$ cat config.mk
export PLATFORM = sky130hd
export DESIGN_NAME = filter_select_lcd
export DESIGN_NICKNAME = d
export VERILOG_FILES = /design/src/rtl/filter_lcd_pkg.sv /design/src/rtl/filter_select_lcd_debounce.sv /design/src/rtl/filter_select_lcd.sv
export SDC_FILE = /design/constraint.sdc
export NUM_CORES = 1
export LEC_CHECK = 0
export CAP_MARGIN = 20
export CORE_ASPECT_RATIO = 0.5
export CORE_MARGIN = 2
export CORE_UTILIZATION = 35
export CTS_BUF_LIST = sky130_fd_sc_hd__clkbuf_4 sky130_fd_sc_hd__clkbuf_8
export DETAILED_ROUTE_END_ITERATION = 12
export PLACE_DENSITY = 0.52
export SETUP_SLACK_MARGIN = 0.4
export SKIP_LAST_GASP = 1
export SYNTH_ARGS = -nofsm -noshare
export SYNTH_HDL_FRONTEND = slang
export SYNTH_HIERARCHICAL = 1
export SYNTH_SLANG_ARGS = --single-unit
$ cat constraint.sdc
create_clock -name clk -period 2.91 [get_ports clk]
set_clock_uncertainty 0.05 [all_clocks]
set_input_delay 0.4365 -clock clk [delete_from_list [all_inputs] [get_ports clk]]
set_output_delay 0.4365 -clock clk [all_outputs]
set_load 0.005 [all_outputs]
$ cat src/rtl/filter_lcd_pkg.sv
// filter_lcd_pkg: filter encoding, HD44780 command bytes and the line-1 text ROM
package filter_lcd_pkg;
  typedef enum logic [1:0] {NONE, BLUR, EDGE, GREY} filter_t;
  localparam logic [7:0] FUNC_SET = 8'h38;
  localparam logic [7:0] DISP_ON  = 8'h0C;
  localparam logic [7:0] CLEAR    = 8'h01;
  localparam logic [7:0] ENTRY    = 8'h06;
  localparam logic [7:0] LINE1    = 8'h80;
  function automatic logic [7:0] init_cmd(logic [1:0] i);
    return i == 2'd0 ? FUNC_SET : i == 2'd1 ? DISP_ON : i == 2'd2 ? CLEAR : ENTRY;
  endfunction
  function automatic logic [7:0] text_char(filter_t f, logic [3:0] i);
    logic [31:0] name;
    logic [127:0] line;
    int k;
    name = f == NONE ? "NONE" : f == BLUR ? "BLUR" : f == EDGE ? "EDGE" : "GREY";
    line = {"FILTER: ", name, "    "};
    k = int'(i);
    return line[8*(15-k) +: 8];
  endfunction
endpackage

$ cat src/rtl/filter_select_lcd_debounce.sv
// key_debounce: clk/reset/key in, press = one-cycle pulse once key is stable high
module key_debounce import filter_lcd_pkg::*; #(
  parameter int DELAY_COUNTS = 2500
) (
  input  logic clk,
  input  logic reset,
  input  logic key,
  output logic press
);
  localparam int CW = $clog2(DELAY_COUNTS + 1);
  logic k_q, lvl, hit;
  logic [CW-1:0] cnt;
  assign hit = k_q && cnt == CW'(DELAY_COUNTS);
  always_ff @(posedge clk) begin
    if (reset) begin
      k_q   <= 1'b0;
      cnt   <= '0;
      lvl   <= 1'b0;
      press <= 1'b0;
    end else begin
      k_q   <= key;
      cnt   <= !k_q ? '0 : hit ? cnt : cnt + 1'b1;
      lvl   <= hit;
      press <= hit && !lvl;
    end
  end
endmodule

$ cat src/rtl/filter_select_lcd.sv
// filter_select_lcd: keys -> filter_type, and LCD_* pins show the selected filter name
module filter_select_lcd import filter_lcd_pkg::*; #(
  parameter int DELAY_COUNTS = 2500,
  parameter int EN_CYCLES    = 16,
  parameter int CMD_WAIT     = 2500,
  parameter int CLEAR_WAIT   = 100000,
  parameter int POWERUP_WAIT = 750000
) (
  input  logic       clk,
  input  logic       reset,
  input  logic [3:0] key,
  output logic [1:0] filter_type,
  output logic [7:0] LCD_DATA,
  output logic       LCD_ON,
  output logic       LCD_BLON,
  output logic       LCD_EN,
  output logic       LCD_RS,
  output logic       LCD_RW
);
  typedef enum logic [2:0] {PWRUP, INIT, IDLE, SETADDR, CHARS} state_t;
  typedef enum logic [1:0] {SETUP, STROBE, HOLD} phase_t;
  state_t state, state_n;
  phase_t ph, ph_n;
  filter_t shown, shown_n;
  logic [31:0] cnt, cnt_n, wait_last;
  logic [3:0] idx, idx_n, press;
  logic [1:0] sel;
  logic [7:0] cur_byte;
  logic pend, pend_n, writing, byte_done;
  for (genvar i = 0; i < 4; i++) begin : g_key
    key_debounce #(.DELAY_COUNTS(DELAY_COUNTS)) u_db (.clk(clk), .reset(reset), .key(key[i]), .press(press[i]));
  end
  assign sel = press[0] ? 2'd0 : press[1] ? 2'd1 : press[2] ? 2'd2 : press[3] ? 2'd3 : filter_type;
  always_comb begin
    writing   = state == INIT || state == SETADDR || state == CHARS;
    cur_byte  = state == INIT ? init_cmd(idx[1:0]) : state == SETADDR ? LINE1 :
                state == CHARS ? text_char(shown, idx) : 8'h00;
    wait_last = state == INIT && cur_byte == CLEAR ? 32'(CLEAR_WAIT - 1) : 32'(CMD_WAIT - 1);
    byte_done = writing && ph == HOLD && cnt == wait_last;
    state_n   = state;
    ph_n      = ph;
    cnt_n     = cnt + 1;
    idx_n     = idx;
    shown_n   = shown;
    pend_n    = pend;
    if (state == PWRUP) begin
      if (cnt == 32'(POWERUP_WAIT - 1)) begin
        state_n = INIT;
        ph_n    = SETUP;
        cnt_n   = '0;
        idx_n   = '0;
      end
    end else if (state == IDLE) begin
      cnt_n = '0;
      if (pend || shown != filter_t'(filter_type)) begin
        state_n = SETADDR;
        ph_n    = SETUP;
        shown_n = filter_t'(filter_type);
        pend_n  = 1'b0;
        idx_n   = '0;
      end
    end else if (ph == SETUP) begin
      ph_n  = STROBE;
      cnt_n = '0;
    end else if (ph == STROBE) begin
      if (cnt == 32'(EN_CYCLES - 1)) begin
        ph_n  = HOLD;
        cnt_n = '0;
      end
    end else if (byte_done) begin
      ph_n  = SETUP;
      cnt_n = '0;
      idx_n = idx + 1'b1;
      if (state == INIT && idx == 4'd3) begin
        state_n = IDLE;
        pend_n  = 1'b1;
      end
      if (state == SETADDR) begin
        state_n = CHARS;
        idx_n   = '0;
      end
      if (state == CHARS && idx == 4'd15) state_n = IDLE;
    end
  end
  always_ff @(posedge clk) begin
    if (reset) begin
      state       <= PWRUP;
      ph          <= SETUP;
      cnt         <= '0;
      idx         <= '0;
      shown       <= NONE;
      pend        <= 1'b0;
      filter_type <= 2'd0;
    end else begin
      state       <= state_n;
      ph          <= ph_n;
      cnt         <= cnt_n;
      idx         <= idx_n;
      shown       <= shown_n;
      pend        <= pend_n;
      filter_type <= sel;
    end
  end
  assign LCD_EN   = writing && ph == STROBE;
  assign LCD_RS   = state == CHARS;
  assign LCD_DATA = cur_byte;
  assign LCD_RW   = 1'b0;
  assign LCD_ON   = 1'b1;
  assign LCD_BLON = 1'b1;
endmodule

[Yosys cells after proc, flatten, opt, wreduce, memory -nomap -nowiden]
Cells that the tools add are included.
Cells by class
  add/subtract/negate cells: 7
  eq/ne operators: 29
  shifts and indexed selects: 1
  multiplexer cells: 52
  bitwise gates (word level): 5
  reductions and logical operators: 43
Operators with widths (count)
  2-to-1 mux 32 bit: 7
  indexed part select 128 x 8 -> 8 bit: 1
  adder 12 x 1 -> 12 bit (second input constant): 4
  equality test 12 bit (second input constant): 4
  2-to-1 mux 4 bit: 9
  2-to-1 mux 3 bit: 11
  adder 32 x 1 -> 32 bit (second input constant): 1
  equality test 32 x 17 -> 1 bit: 1
  equality test 32 x 20 -> 1 bit (second input constant): 1
  equality test 32 x 4 -> 1 bit (second input constant): 1
  2-to-1 mux 28 bit: 1
  2-to-1 mux 27 bit: 1
  2-to-1 mux 26 bit: 1
  2-to-1 mux 8 bit: 3
  2-to-1 mux 2 bit: 10
  2-to-1 mux 17 bit: 1
  logical AND 1 bit: 14
  AND reduction 6 bit: 2
  nonzero test 5 bit: 2
  OR reduction 2 bit: 5
  equality test 8 x 1 -> 1 bit (second input constant): 1
  2-to-1 mux 1 bit: 7
  equality test 2 x 1 -> 1 bit (second input constant): 3
  equality test 2 bit (second input constant): 3
  25 further kinds: 43
Word-level totals
  register bits after elaboration: 106
  bits of input ports: 6
  output and inout port bits: 15
  word-level logic and storage cells: 161

[Logic depth before layout (Yosys ltp)]
Gate-level depths: netlist (run 1).
  depth in word-level cells: 18
  mapped depth: 11
  depth with buffers taken out: 8

[By module]
Netlist (run 1), hierarchy kept.
By module, submodules not included
  filter_select_lcd: instances 1, cells each 343, area each 2836.5 µm²
  key_debounce: instances 4, cells each 78, area each 706.9 µm²

[Least setup slack after synthesis (run 1)]
No wires, ideal clock.
  path type: register -> register
  start point: reg idx[0]
  end point: reg state[1]
  data arrival time: 2.316 ns
  required time: 2.790 ns
  slack: 0.474 ns
  stages on the path, launching flop included: 10
  cell sequence: dfxtp_1 -> clkbuf_1 -> inv_1 -> ha_1 -> nor3_1 -> nand3_1 -> or4_1 -> a21oi_1 -> o21ai_0 -> a21oi_1
Between the ends
  longest elaborated chain between the ends: 12
Ends and longest elaborated chain
  start: declaration: line filter_select_lcd.sv:26  | logic [3:0] idx, idx_n, press;
  start signal: assignment: line filter_select_lcd.sv:98  | idx <= idx_n;
  subtractor 4 x 4 -> 5 bit / equality test 2 bit (equally long branches): line filter_lcd_pkg.sv:19, filter_lcd_pkg.sv:10
  indexed part select 128 x 8 -> 8 bit / 2-to-1 mux 3 bit (equally long branches): line filter_lcd_pkg.sv:19, filter_lcd_pkg.sv:10
  2-to-1 mux 8 bit / 2-to-1 mux 4 bit (equally long branches): line filter_select_lcd.sv:37, filter_lcd_pkg.sv:10
  2-to-1 mux 8 bit / 2-to-1 mux 6 bit (equally long branches): line filter_select_lcd.sv:36, filter_lcd_pkg.sv:10
  2-to-1 mux 8 bit: line filter_select_lcd.sv:36  | cur_byte = state == INIT ? init_cmd(idx[1:0]) : state == SETADDR ? LINE1 :
  equality test 8 x 1 -> 1 bit: line filter_select_lcd.sv:38  | wait_last = state == INIT && cur_byte == CLEAR ? 32'(CLEAR_WAIT - 1) : 32'(CMD_WAIT - 1);
  logical AND 1 bit: line filter_select_lcd.sv:38
  2-to-1 mux 17 bit: line filter_select_lcd.sv:38
  equality test 32 x 17 -> 1 bit: line filter_select_lcd.sv:39  | byte_done = writing && ph == HOLD && cnt == wait_last;
  logical AND 1 bit: line filter_select_lcd.sv:39
  nonzero test 3 bit (no line)
  AND reduction 6 bit (no line)
  end signal: assignment: line filter_select_lcd.sv:95  | state <= state_n;
  end: declaration: line filter_select_lcd.sv:22  | state_t state, state_n;
Parallel ways exist; a longest one is shown, timed or not. The select of a mux whose other input is x is not followed.
A chain may end at the register's enable or synchronous reset.

[Final worst setup path (run 1)]
  start point: reg state[2]
  end point: out LCD_DATA[6]
Between the ends
  longest elaborated chain between the ends: 4
Ends and longest elaborated chain
  equality test 3 bit: line filter_select_lcd.sv:37  | state == CHARS ? text_char(shown, idx) : 8'h00;
  2-to-1 mux 8 bit: line filter_select_lcd.sv:37
  2-to-1 mux 8 bit: line filter_select_lcd.sv:36
  2-to-1 mux 8 bit *: line filter_select_lcd.sv:36
  end: declaration: line filter_select_lcd.sv:13  | output logic [7:0] LCD_DATA,
Mark *: on every way between the ends. The rest lies on a longest branch, timed or not.

==> results of run 1 <==
metal layers:
metal	wire length [um]	global-route usage, %
met1	6000	18.7
met2	5200	23.9
met3	270	3.26
met4	105	3.20
met5	0	0
logic make-up after synthesis:
group / after synthesis / synth area share (%)
other cells: 2 / 0.133
mux: 20 / 3.64
simple gates: 304 / 30.1
fa+ha+maj: 22 / 4.86
compound gates: 109 / 13.2
buf+inv: 56 / 5.04
xor+xnor: 36 / 5.57
flops: 106 / 37.5
final cells by class:
cell class | count | area, um^2 | share of cell area (%)
Timing Repair Buffer | 26 | 234 | 3.75
Tap cell | 204 | 255 | 4.09
Clock buffer | 9 | 124 | 1.99
Clock inverter | 6 | 50.0 | 0.802
Sequential cell | 106 | 2140 | 34.3
Multi-Input combinational cell | 494 | 3330 | 53.4
Inverter | 28 | 106 | 1.71
what timing repair did:
item,CTS,global route
setup buffers,2,0
gates resized for setup,21,18
setup endpoints to repair,41,41
pin swaps,3,6
cells in the mapped netlist, drive strengths merged, types with 13 or more instances:
cell type    n  area [um^2]
nor2        67          254
or4         14          105
nand4       20          125
clkbuf      15         56.3
buf         13          123
a21oi       31          155
o31ai       14          105
mux2i       18          180
inv         27          101
nand2b      14         87.6
and3        14         87.6
dfxtp      106         2120
nor3        21          110
ha          22          275
nand2       46          175
xor2        29          254
o21ai       18         90.1
nand3       43          255
final timing paths:
path	slack (ns)	start	depth (start not counted)	endpoint
setup / recovery	0.52	state[2]	5	LCD_DATA[6]
hold / removal	0.34	g_key[0].u_db/lvl	1	g_key[0].u_db/press
setup reg to reg	0.56	idx[0]	8	cnt[11]
hold reg to reg	0.34	g_key[0].u_db/lvl	1	g_key[0].u_db/press
power groups by stage:
stage | registers [mW] | logic, mW | clock network [mW]
after floorplan | 1.51 | 0.102 | 0
after global placement | 1.52 | 0.131 | 0
after detailed placement | 1.52 | 0.131 | 0
after CTS | 1.48 | 0.131 | 0.908
after global routing | 1.48 | 0.147 | 0.964
final | 1.48 | 0.130 | 0.855
flip-flops by register name (all words and copies together), names as in the netlist:
name	count
idx	4
ph	2
cnt	32
g_key.u_db/k_q	4
state	3
shown	2
pend	1
g_key.u_db/lvl	4
g_key.u_db/press	4
g_key.u_db/cnt	48
filter_type	2
critical path: stages (launching register included):
cell             delay, ns
dfxtp_1               0.34
inv_1                 0.05
or3_4                 0.44
clkinv_2              0.09
and2_1                0.13
clkdlybuf4s50_1       0.50
placed cells by master, fill, tap and decap left out, drive strengths merged, types with 18 or more instances in the layout:
master  instances
a21oi          31
dfxtp         106
ha             22
inv            30
mux2i          18
nand2          46
nand3          43
nand4          20
nor2           67
nor3           21
o21ai          18
xor2           29
through the flow:
step,util [%],total power [mW],std cells,hold WS (ns),setup slack (ns)
2_1_floorplan,-,1.61,656,0.324,0.474
3_3_place_gp,38.2,1.65,856,0.330,0.399
3_5_place_dp,38.2,1.65,856,0.336,0.343
4_1_cts,39.7,2.52,873,0.349,0.153
5_1_grt,39.9,2.60,873,0.360,0.409
6_report,39.9,2.47,873,0.341,0.518
==> flow_summary.toml, run 1 <==
[critical_path]
worst_setup_path_end_kind = "output port"
cp-start-kind = "register"
worstSetupPathType = "reg2out"
path_max_fanout = 8
critPathRequiredTime_ns = 2.42
crit_arrival_ns = 1.91

[pwr]
clockPowerShare_pct = 34.7
power_density_nw_per_um2 = 395
p_sw_mw = 0.632
sw_frac_of_total_pct = 25.6
combPwrFrac_pct = 5.3
p_leak_nw = 2.12
p_seq_share_pct = 60.1
ir_worst_vdd_mv = 0.215
p_int_mw = 1.83

[place]
place_congestion = 0.782
place_area_um2 = 5970
hpwl_mm = 8.13
portBuffers = 17

[sta]
slew_headroom_pct = 49.4
min_period_ns = 2.39
setup_viol = 0
worst_pin_slew_ns = 0.757
period_share_pct = 82.2
fmaxAchievable_ghz = 0.418
rsz0062_at_grt = "no"
slew_violations = 0
fin_setup_tns_ns = 0
hold_violations = 0

[logic_synthesis]
ys_seq_area_share_pct = 37.5
synth.distinct_cells = 65
async_reset_ff_share_pct = 0
synth_edf_count = 0
netlist_instances = 655
syn_area_per_cell_um2 = 8.65
synth_area_um2 = 5660
ys_seq_elements = 106
yosysWarnings = 6
ys.flop_type = "dfxtp_1"

[die]
core_region_area_um2 = 15600
die_h_um = 94.0
die_w_um = 184
num_rows = 32
start_util_pct = 36.3
io_pins = 21
dieArea_um2 = 17300

[route]
drc = 0
firstDrtPassIters = 4
wl_mm = 11.6
viasPerCell = 5.19
detail-route-antenna-nets = 0
via_count = 4531
drt_iter0_drc = 339
wl_per_cell_um = 13.3

[clock_tree]
path_clk_slew_ns = 0.11
clk_path_buf_depth = 2
clk_latency_ns = 0.37
htree_levels = 3
cts_made_buffers = 9
cts_root_buf = "clkbuf_8"
cts_tree = "built"
clock_sinks = 106
hold_buffers = 0

[layout]
final_cell_area_um2 = 6240
synthToLayoutAreaGrowth_pct = 10.1
fillCellCount = 1592
antenna_cells = 0
layout-drive-gt1-share_pct = 12.0
nets = 693

[global_routing]
grt_pass1_wl_mm = 20.3
grt_pass1_vias = 4302
grt_overflow = 0
grt_use_total_pct = 14.2
grt_antenna_before_repair = 0
grt_max_degree = 33

[worst_hold_path]
min_path_type = "reg2reg"

[status]
status = "complete, no violations"

[flow_run]
max_cap_viol_count = 0
Note: power is estimated with default switching activity, not from simulation.
==> run 2: changes to the inputs <==
Settings changed: PLACE_DENSITY 0.52 to 0.53.
Clock period 2.91 ns to 2.2 ns, I/O delays scaled along.
==> run 2 against run 1 <==
Against the previous run:
- combinational power increased by 110%
- cell count increased by 7.9%
- critical path depth increased by 3
- sequential share of layout area decreased by 4.0 points
- first-iteration DRC count decreased by 37%
- sequential power increased by 32%
- the flow now finishes with violations (setup timing)
- die area unchanged
- total power increased by 38%
- critical endpoint is now LCD_DATA[1]
- non-clock buffer count increased by 68
- setup slack got worse by 0.52 ns
- worst hold slack got worse by 0.0037 ns
==> flow_summary.toml, run 2 (synthesis gave the netlist of run 1 again) <==
[die]
core_region_area_um2 = 15600
io_pins = 21
die_h_um = 94.0
num_rows = 32
dieArea_um2 = 17300
die_w_um = 184
start_util_pct = 36.3

[layout]
final_cell_area_um2 = 7080
most-common-layout-cells = "dfxtp_1 (93), buf_4 (60), nor2_1 (56)"
fillCellCount = 1481
antenna_cells = 0
synthToLayoutAreaGrowth_pct = 25.0
final_util_pct = 45.3
regMostFlops = "g_key.u_db/cnt"
fin_cells = 942
largest_reg_flops = 48
nets = 761
reg_top3 = "g_key.u_db/cnt x48, cnt x32"
final_common_cell = "dfxtp_1"
layout-drive-gt1-share_pct = 26.4

[critical_path]
cp-start-kind = "register"
slowest_stage = "dfxtp_4"
crit_arrival_ns = 1.82
path_max_fanout = 4
path_cells = "clkinvlp_4 > ha_4 > buf_6 > mux2i_4 > nor3_4 > a21oi_2 > o31ai_4 > buf_2"
max_stage_delay_ns = 0.38
worstSetupPathType = "reg2out"
worst_setup_path_end_kind = "output port"
critPathRequiredTime_ns = 1.82

[sta]
hold_violations = 0
finalWorstSetupSlack_ns = -0.000276
fmaxAchievable_ghz = 0.454
period_share_pct = 100
slew_violations = 0
rsz0062_at_grt = "yes"
setup_viol = 1
min_period_ns = 2.20

[route]
wl_mm = 12.5
drc = 0
via_count = 4930
viasPerCell = 5.23
detail-route-antenna-nets = 0
drt_iter0_drc = 213
firstDrtPassIters = 4
wl_per_cell_um = 13.3

[place]
place_ws_ns = -0.100
place_area_um2 = 6410
dp.cells = 906
hpwl_mm = 8.66
place_congestion = 0.818
portBuffers = 17

[clock_tree]
hold_buffers = 0
clk_path_buf_depth = 2
path_clk_slew_ns = 0.11
cts_root_buf = "clkbuf_8"
htree_levels = 3
cts_tree = "built"
clock_sinks = 106
clk_latency_ns = 0.37
cts_made_buffers = 9

[pwr]
p_leak_nw = 2.48
power_density_nw_per_um2 = 480
ir_worst_vdd_mv = 0.329

[status]
status = "complete, but fails checks"
violations = "setup timing"

[global_routing]
grt_overflow = 0
grt_antenna_before_repair = 0
grt_pass1_wl_mm = 21.3
grt_use_total_pct = 15.0
grt_max_degree = 34
grt_pass1_vias = 4599

[flow_run]
max_cap_viol_count = 0

[worst_hold_path]
min_path_type = "reg2reg"
==> run 2: changes by cell type in the layout (fill, tap and decap cells not counted), moves of 6 or more <==
cell | before | now
dfxtp_2 | 5 | 11
nor2_1 | 64 | 56
buf_2 | 0 | 6
buf_4 | 9 | 60
buf_6 | 0 | 16
==> run 2: worst paths after layout <==
kind                                   startpoint                   to  slack (ns)  cells past startpoint
worst max-delay path                       idx[0]          LCD_DATA[1]     -0.0003                      8
worst max register to register             idx[0]               idx[0]        0.04                      8
worst min register to register  g_key[1].u_db/lvl  g_key[1].u_db/press        0.34                      1
worst min-delay path            g_key[1].u_db/lvl  g_key[1].u_db/press        0.34                      1
==> run 2: metrics by stage <==
stage	hold slack [ns]	TNS (ns)	power [mW]
floorplan	0.324	0	2.14
global placement	0.329	-0.383	2.22
detailed placement	0.333	-0.307	2.22
CTS	0.348	-0.0458	3.41
global route	0.354	-1.30	3.56
finish	0.337	-0.000276	3.40
==> run 2: layer usage <==
metal	up-vias	wire length, um	track usage, %
met5	-	0	0
met3	6	304	2.87
li1	2515	-	-
met2	58	5820	26.1
met4	0	68	3.60
met1	2351	6340	19.3
==> run 2: power breakdown <==
group | leakage [nW] | total, mW | switching, mW | internal, mW
combinational | 1.53 | 0.272 | 0.134 | 0.138
clock | 0.0880 | 1.17 | 0.728 | 0.440
sequential | 0.863 | 1.96 | 0.0220 | 1.94
total | 2.48 | 3.40 | 0.883 | 2.51
==> run 2: area by class of cell <==
class,instances,area [um^2],share of cell area [%]
multi-input combinational,494,3560,50.2
timing repair buffer,94,821,11.6
sequential,106,2140,30.3
tap,204,255,3.61
inverter,28,119,1.68
clock inverter,6,52.6,0.742
clock buffer,10,131,1.86
==> run 2: worst max-delay path: cells and delay by family (launching register included) <==
kind	cells	cell delay (ns)
DFF	1	0.38
buffers and inverters	3	0.38
AOI/OAI and AO/OA	2	0.25
adders and majority gates	1	0.20
muxes	1	0.18
and+or+nand+nor	1	0.06
==> run 2: repair_timing <==
item,in CTS,in global routing
hold endpoints to repair,0,0
setup buffers,12,7
endpoints found under the setup margin,52,52
gates resized for setup,80,55
pin swaps,24,23
cloned,0,1
==> run 3: changes to the inputs <==
--- a/config.mk
+++ b/config.mk
@@ -7,5 +7,5 @@
 export LEC_CHECK = 0
 export CAP_MARGIN = 20
-export CORE_ASPECT_RATIO = 0.5
+export CORE_ASPECT_RATIO = 1.5
 export CORE_MARGIN = 2
 export CORE_UTILIZATION = 35
==> constraint.sdc (replaced) <==
create_clock -name clk -period 2.2 [get_ports clk]
set_clock_uncertainty 0.05 [all_clocks]
set_input_delay 0.44 -clock clk [delete_from_list [all_inputs] [get_ports clk]]
set_output_delay 0.44 -clock clk [all_outputs]
set_load 0.005 [all_outputs]
==> run 3 against run 2 <==
Against the previous run:
- the run still ends with setup timing left
- sequential share of layout area shrank 0.97 points
- setup slack got worse by 0.047 ns
- clock-buffer cell count decreased by 1
- worst hold slack improved by 0.011 ns
- fmax down 2.1%
- largest cell class unchanged
- via count rose by 3.0%
- largest power group unchanged
- total power increased by 4.7%
==> flow_summary.toml, run 3 (synthesis gave the netlist of run 1 again) <==
[critical_path]
r2r_end = "cnt[6]"
worstSetupPathType = "reg2reg"
crit_arrival_ns = 2.47
rrSetupSlack_ns = -0.05
r2r_start = "state[0]"
critPathRequiredTime_ns = 2.43
worst_setup_path_end_kind = "register"
reg2reg_depth = 11
path_max_fanout = 6
cp-start-kind = "register"

[global_routing]
grt_use_total_pct = 16.0
grt_max_degree = 24
grt_overflow = 0
grt_pass1_wl_mm = 22.8
grt_antenna_before_repair = 0
grt_pass1_vias = 5076

[sta]
hold_violations = 0
min_period_ns = 2.25
slew_violations = 0
setup_viol = 10
period_share_pct = 102
finalWorstSetupSlack_ns = -0.0471
rsz0062_at_grt = "yes"
fmaxAchievable_ghz = 0.445

[layout]
regMostFlops = "g_key.u_db/cnt"
multi_input_area_um2 = 3590
final_util_pct = 45.8
fillCellCount = 1556
layout-drive-gt1-share_pct = 29.2
reg_top3 = "g_key.u_db/cnt x48, cnt x32"
register_area_um2 = 2150
final_common_cell = "dfxtp_1"
largest_reg_flops = 48
antenna_cells = 0
nets = 777
most-common-layout-cells = "dfxtp_1 (91), buf_4 (67), nor2_1 (50)"
synthToLayoutAreaGrowth_pct = 29.7

[clock_tree]
clock_sinks = 106
cts_root_buf = "clkbuf_8"
cts_tree = "built"
clk_latency_ns = 0.38
htree_levels = 3
cts_made_buffers = 9
clk_path_buf_depth = 2
path_clk_slew_ns = 0.11

[pwr]
power_density_nw_per_um2 = 484
ir_worst_vdd_mv = 0.326
p_total_mw = 3.56
p_leak_nw = 2.61

[route]
drc = 0
drt_iter0_drc = 210
wl_mm = 13.5
wl_per_cell_um = 14.1
viasPerCell = 5.29
detail-route-antenna-nets = 0
via_count = 5077
firstDrtPassIters = 4

[worst_hold_path]
min_path_type = "reg2reg"
worstHoldEndpoint = "g_key[3].u_db/press"
min_path_cells = 1
worstHoldStart = "g_key[3].u_db/lvl"

[die]
num_rows = 57
core_region_area_um2 = 16000
start_util_pct = 35.3
io_pins = 21
die_h_um = 160
dieArea_um2 = 17200
die_w_um = 108

[flow_run]
max_cap_viol_count = 0

[place]
portBuffers = 17
hpwl_mm = 9.93
place_congestion = 0.819

[status]
violations = "setup timing"
status = "complete, but fails checks"
## run 3: final cells by class
class	instances	area share (%)
multi-input combinational	494	48.8
sequential	106	29.3
timing repair buffer	110	13.9
tap	206	3.51
clock buffer	9	1.69
inverter	28	1.62
clock inverter	7	1.18
## run 3: through the flow
stage	setup TNS (ns)	hold slack, ns	setup slack [ns]	instance area (um^2)	cells
finish	-0.341	0.348	-0.0471	7350	960
global route	-1.79	0.363	-0.157	7350	960
CTS	-0.662	0.348	-0.0815	7200	955
floorplan	0	0.324	0.0425	5740	656
detailed placement	-2.33	0.331	-0.115	6540	921
global placement	-1.94	0.333	-0.121	6540	921
## run 3: how the worst max path moves through the flow
stage,startpoint,to,slack (ns),depth (start not counted)
after CTS,idx[0],LCD_DATA[1],-0.08,7
after floorplan,idx[0],idx[0],0.04,9
final,state[0],cnt[6],-0.05,11
after global placement,shown[0],LCD_DATA[0],-0.12,9
after global routing,shown[0],LCD_DATA[0],-0.16,9
after detailed placement,shown[0],LCD_DATA[0],-0.12,9
## run 3: repair_timing
item / in CTS / in global routing
resized for setup: 122 / 30
setup endpoints to repair: 54 / 55
hold buffers: 0 / 0
cloned: 2 / 0
pin swaps: 33 / 7
buffers inserted: 16 / 5
## run 3: where the power goes
group,switching (mW),total (mW),internal [mW]
Sequential,0.0228,1.96,1.93
Combinational,0.150,0.328,0.178
Clock,0.723,1.27,0.551
Total,0.896,3.56,2.66
## run 3: per-layer routing
layer,vias up,track usage [%],wire length (um)
met1,2450,17.2,5530
met5,-,0,0
met3,21,2.57,285
met2,66,30.3,7460
li1,2540,-,-
met4,0,6.18,272
## run 3: worst max-delay path, cell delays in order, from the launching register on
cell and delay (ns):
dfxtp_2 0.34, or3_4 0.42, buf_6 0.14, clkinv_4 0.04, nor2_4 0.04, or3_4 0.35
o22ai_4 0.19, o31a_4 0.20, buf_12 0.13, buf_6 0.09, buf_12 0.11, nor2_1 0.04
